--- src/rtl/gcd_pkg.sv ---
// Shared types and constants for the binary (Stein) GCD engine.
package gcd_pkg;

  localparam int GCD_WIDTH = 16;
  localparam int GCD_SHW   = $clog2(GCD_WIDTH);

  typedef enum logic [2:0] {
    IDLE,
    ZCHK,
    TZA,
    TZB,
    SUB,
    NORM,
    DONE
  } gcd_state_e;

endpackage

--- src/rtl/gcd_stein_ctrl_tzn16.sv ---
// tzn16: combinational 16-bit trailing-zero counter.
// The count is the index of the lowest set bit. For an all-zero input the
// count is 0 and all_zeros is raised.
module tzn16 (
  input  logic [15:0] d,
  output logic [3:0]  count,
  output logic        all_zeros
);

  // Scan from MSB down so the lowest set bit wins.
  always_comb begin
    count = 4'd0;
    for (int i = 15; i >= 0; i--) begin
      if (d[i]) count = 4'(i);
    end
    all_zeros = ~|d;
  end

endmodule

--- src/rtl/gcd_stein_ctrl.sv ---
// gcd_stein_ctrl: binary (Stein) GCD engine with valid/ready handshakes.
// A single tzn16 instance is time-shared between the TZA, TZB and NORM
// steps. The subtractor and shifters are inline.
// Optional feature macro: GCD_STEIN_CYCLE_CNT_EN adds cycles_o, which counts
// cycles from operand accept to entry into DONE (saturating at 255).
module gcd_stein_ctrl
  import gcd_pkg::*;
#(
  parameter int WIDTH = GCD_WIDTH
) (
  input  logic             clk_i,
  input  logic             rst_ni,
  input  logic             in_valid_i,
  output logic             in_ready_o,
  input  logic [WIDTH-1:0] a_i,
  input  logic [WIDTH-1:0] b_i,
  output logic             out_valid_o,
  input  logic             out_ready_i,
  output logic [WIDTH-1:0] gcd_o
`ifdef GCD_STEIN_CYCLE_CNT_EN
  ,
  output logic [7:0]       cycles_o
`endif
);

  if (WIDTH != GCD_WIDTH) begin : g_width_chk
    $error("gcd_stein_ctrl: WIDTH must be 16");
  end

  gcd_state_e state_q, state_d;

  logic [WIDTH-1:0]   a_q, b_q, res_q;
  logic [GCD_SHW-1:0] ka_q, k_q;
  logic               sel_q;

  logic [WIDTH-1:0]   tz_in;
  logic [GCD_SHW-1:0] tz_cnt;
  logic [GCD_SHW-1:0] tz_shift;
  logic               tz_zero;
  logic [GCD_SHW-1:0] k_min;
  logic               accept;

  tzn16 u_tzn16 (
    .d         (tz_in),
    .count     (tz_cnt),
    .all_zeros (tz_zero)
  );

  // Zero input never reaches the counter in practice; clamping keeps the shift defined anyway.
  assign tz_shift = tz_zero ? '0 : tz_cnt;
  assign k_min    = (ka_q < tz_shift) ? ka_q : tz_shift;
  assign accept   = in_valid_i && in_ready_o;
  assign gcd_o    = res_q;

  // Route the operand being normalised in this step into the shared counter.
  always_comb begin
    tz_in = '0;
    case (state_q)
      TZA:     tz_in = a_q;
      TZB:     tz_in = b_q;
      NORM:    tz_in = sel_q ? b_q : a_q;
      default: tz_in = '0;
    endcase
  end

  // State register.
  always_ff @(posedge clk_i or negedge rst_ni) begin
    if (!rst_ni) state_q <= IDLE;
    else         state_q <= state_d;
  end

  // Next-state logic and handshake outputs.
  always_comb begin
    state_d     = state_q;
    in_ready_o  = 1'b0;
    out_valid_o = 1'b0;
    case (state_q)
      IDLE: begin
        in_ready_o = 1'b1;
        if (in_valid_i) state_d = ZCHK;
      end
      ZCHK: begin
        if ((a_q == '0) || (b_q == '0)) state_d = DONE;
        else                            state_d = TZA;
      end
      TZA:  state_d = TZB;
      TZB:  state_d = SUB;
      SUB: begin
        if (a_q == b_q) state_d = DONE;
        else            state_d = NORM;
      end
      NORM: state_d = SUB;
      DONE: begin
        out_valid_o = 1'b1;
        if (out_ready_i) state_d = IDLE;
      end
      default: state_d = IDLE;
    endcase
  end

  // Datapath: operand latch, trailing-zero strip, subtract and final rescale.
  always_ff @(posedge clk_i or negedge rst_ni) begin
    if (!rst_ni) begin
      a_q   <= '0;
      b_q   <= '0;
      res_q <= '0;
      ka_q  <= '0;
      k_q   <= '0;
      sel_q <= 1'b0;
    end else begin
      case (state_q)
        IDLE: begin
          if (accept) begin
            a_q <= a_i;
            b_q <= b_i;
          end
        end
        ZCHK: begin
          if ((a_q == '0) || (b_q == '0)) res_q <= a_q | b_q;
        end
        TZA: begin
          a_q  <= a_q >> tz_shift;
          ka_q <= tz_shift;
        end
        TZB: begin
          b_q <= b_q >> tz_shift;
          k_q <= k_min;
        end
        SUB: begin
          if (a_q == b_q) begin
            res_q <= a_q << k_q;
          end else if (a_q > b_q) begin
            a_q   <= a_q - b_q;
            sel_q <= 1'b0;
          end else begin
            b_q   <= b_q - a_q;
            sel_q <= 1'b1;
          end
        end
        NORM: begin
          if (sel_q) b_q <= b_q >> tz_shift;
          else       a_q <= a_q >> tz_shift;
        end
        default: ;
      endcase
    end
  end

`ifdef GCD_STEIN_CYCLE_CNT_EN
  logic [7:0] cyc_q;
  assign cycles_o = cyc_q;

  // Accept counts as the first cycle; every busy cycle after it adds one, saturating.
  always_ff @(posedge clk_i or negedge rst_ni) begin
    if (!rst_ni) begin
      cyc_q <= 8'd0;
    end else if (accept) begin
      cyc_q <= 8'd1;
    end else if ((state_q != IDLE) && (state_q != DONE) && (cyc_q != 8'hFF)) begin
      cyc_q <= cyc_q + 8'd1;
    end
  end
`endif

endmodule

--- config.mk ---
export PLATFORM = sky130hd
export DESIGN_NAME = gcd_stein_ctrl
export DESIGN_NICKNAME = d
export VERILOG_FILES = /design/src/rtl/gcd_pkg.sv /design/src/rtl/gcd_stein_ctrl_tzn16.sv /design/src/rtl/gcd_stein_ctrl.sv
export SDC_FILE = /design/constraint.sdc
export NUM_CORES = 1
export LEC_CHECK = 0
export CAP_MARGIN = 20
export CORE_ASPECT_RATIO = 0.9
export CORE_MARGIN = 5
export CORE_UTILIZATION = 58
export CTS_CLUSTER_DIAMETER = 60
export DETAILED_ROUTE_END_ITERATION = 10
export DONT_BUFFER_PORTS = 1
export PLACE_DENSITY = 0.74
export SLEW_MARGIN = 20
export SYNTH_ARGS = -nofsm -noshare
export SYNTH_HDL_FRONTEND = slang
export SYNTH_SLANG_ARGS = --single-unit
--- constraint.sdc ---
create_clock -name clk_i -period 9.8 [get_ports clk_i]
set_input_delay 1.96 -clock clk_i [delete_from_list [all_inputs] [get_ports clk_i]]
set_output_delay 1.96 -clock clk_i [all_outputs]
set_load 0.02 [all_outputs]
==> flow_summary.ini <==
[finish]
final_cells = 1065
diodes = 0
layout.cells.most_common_list = a21oi_1 (103), nand2_1 (85), inv_1 (69), mux2i_1 (69), nor2_1 (65)
layout_commonest_cell = a21oi_1
fin_nets = 989
area_growth_pct = 3.195
drive_gt1_frac = 0.06519
nFillCells = 1141

[critical_path]
r2r_start = sel_q
ff2ff_path_depth = 12
required_ps = 10010
ff2ff_setup_slack_ps = 5250
worstPathMaxFanout = 18
path_class = register to register
cp-start-kind = register
end_kind = register
arrival_ps = 4760
reg2reg_to = k_q[2]

[timing]
slew_violations = 0
rsz0062_at_grt = no
fin_crit_sh = 0.4640
final_hold_viol_count = 0
fin_worst_skew_ps = 11.55
setup_tns_ps = 0
post-route-min-period_ps = 4547
worstMarginPinSlew_ps = 1007
setup-violations-final = 0
slew_headroom = 0.3284
fmax_mhz = 219.9

[clock_network]
cts_tree = yes
cts_resized = 0
htree_levels = 3
root_buffer = clkbuf_16
clock_path_buffers = 2
cts.sink_count = 60
clk_pin_slew_ps = 60
cts_setup_buffers = 0
cts_hold_buffers = 0
clk_latency_ps = 360
cts_buffers = 9

[synth]
synth_warnings = 0
seq_area_frac_synth = 0.2084
syn_area_per_cell_um2 = 7.537
synthArstFlopShare = 1.000
syn_nets = 1044
postSynthCellCount = 956
ys_types = 73
ys_seq_elements = 60
ys.flop_type = dfrtp_1
synth.cell_area_um2 = 7206
synth_edf_count = 0

[floorplanning]
chipWidth_um = 127.5
chipHeight_um = 115.7
pin_count = 54
coreArea_um2 = 12120
start_util = 0.5943
rows = 38
dieArea_um2 = 14760

[route]
wl_um = 26950
vias = 7542
dr.pass1.iters = 8
avgViaCountPerCell = 7.082
drt_iter0_drc = 1012
drc_errors = 0
wl_per_cell_um = 25.30
drtAntennaViolNets = 0

[place]
gp_congestion = 1.006
numPortBuffers = 0
place_hpwl_um = 19710
dp_cells = 1050

[grt]
grt_use_total = 0.3701
antenna_found_initial = 1
grt_max_degree = 61
grt_pass1_wl_um = 41690
overflow = 0
grt_pass1_vias = 7031

[hold_path]
holdPathEnd = ka_q[0]
min_path_cells = 2
hold_path_class = register to register
min_from = ka_q[0]

[job]
cap_violations = 0

[run_status]
outcome = finished, final reports clean
-- through the flow --
stage | setup WS [ps] | area (um^2) | hold WS (ps) | utilization
6_report | 5253 | 7436 | 516.7 | 0.6133
3_3_place_gp | 5467 | 7143 | 498.8 | 0.5892
2_1_floorplan | 6460 | 7206 | 472.2 | -
3_5_place_dp | 5451 | 7143 | 509.6 | 0.5892
5_1_grt | 5084 | 7436 | 550.8 | 0.6133
4_1_cts | 5421 | 7421 | 520.8 | 0.6121
-- registers in the layout, summed over array words and instances (netlist names) --
| signal | flops |
|---|---|
| a_q | 16 |
| b_q | 16 |
| gcd_o | 16 |
| k_q | 4 |
| ka_q | 4 |
| state_q | 3 |
| sel_q | 1 |
-- critical path, stage by stage (launching register included) --
cell and delay [ps]:
dfrtp_1 940, mux2i_1 260, o22ai_1 160, a221o_1 350, nor2_1 140, nand2_1 120
a21oi_1 590, inv_1 560, ha_1 450, a21oi_1 250, o21a_1 250, mux2i_1 210
o21ai_0 100
-- area by class of cell --
type / count / area (um^2) / share of cell area
clock inverter: 4 / 25.02 / 0.003365
sequential: 60 / 1501 / 0.2019
timing repair buffer: 8 / 60.06 / 0.008077
inverter: 69 / 259.0 / 0.03483
multi-input combinational: 753 / 5137 / 0.6909
tap: 160 / 200.2 / 0.02692
clock buffer: 11 / 252.7 / 0.03399
-- per-layer routing --
metal	routed length (um)	share of wire	track usage
met1	10920	0.41	0.5029
met2	11000	0.41	0.5296
met3	3889	0.14	0.1465
met4	1120	0.042	0.1408
met5	11	0.00041	0
-- Yosys cell counts, types with 5 or more instances --
cell type	n	share of area
xnor2_1	23	0.028
nor2b_1	5	0.0043
a221o_1	5	0.0069
a222oi_1	8	0.011
a211oi_1	16	0.017
buf_4	6	0.0063
and2_1	5	0.0043
o22ai_1	12	0.010
nor4_1	15	0.013
o21ai_0	64	0.044
o21bai_1	12	0.013
mux2i_1	69	0.096
dfrtp_1	60	0.21
a221oi_1	11	0.013
o22a_1	5	0.0061
nand3_1	12	0.0083
clkbuf_1	43	0.022
nor2_1	66	0.034
mux2_2	7	0.011
ha_1	50	0.087
nand2b_1	6	0.0052
nand2_1	85	0.044
a31oi_1	11	0.0096
a21o_1	7	0.0073
nor3_1	51	0.035
or2_2	7	0.0061
a21oi_1	104	0.072
buf_2	17	0.012
o211ai_1	7	0.0073
inv_1	69	0.036
a22oi_1	21	0.022
-- logic make-up (layout without fill, tap and decap cells) --
| family | after synthesis | in the layout | synth area share |
|---|---|---|---|
| AND/OR/NAND/NOR | 272 | 272 | 0.1764 |
| XOR/XNOR | 25 | 25 | 0.03039 |
| AO/OA/AOI/OAI | 326 | 326 | 0.2947 |
| flip-flops | 60 | 60 | 0.2084 |
| adder cells (fa/ha/maj) | 52 | 52 | 0.09238 |
| multiplexers | 78 | 78 | 0.1130 |
| buffers and inverters | 143 | 92 | 0.08473 |
-- worst max-delay path by stage --
stage                           from  cells past startpoint  endpoint  slack [ps]
final                          sel_q                     12    k_q[2]        5250
after global routing           sel_q                     12    k_q[0]        5080
after CTS                      sel_q                     12    k_q[2]        5420
after detailed placement  state_q[1]                     12    k_q[2]        5450
after global placement    state_q[1]                     12    k_q[2]        5470
after floorplan               a_q[0]                     16    b_q[5]        6460
Power is left out: the tool's default activity adds up to more than one toggle a clock period on the data nets, which glitch-free logic cannot reach.
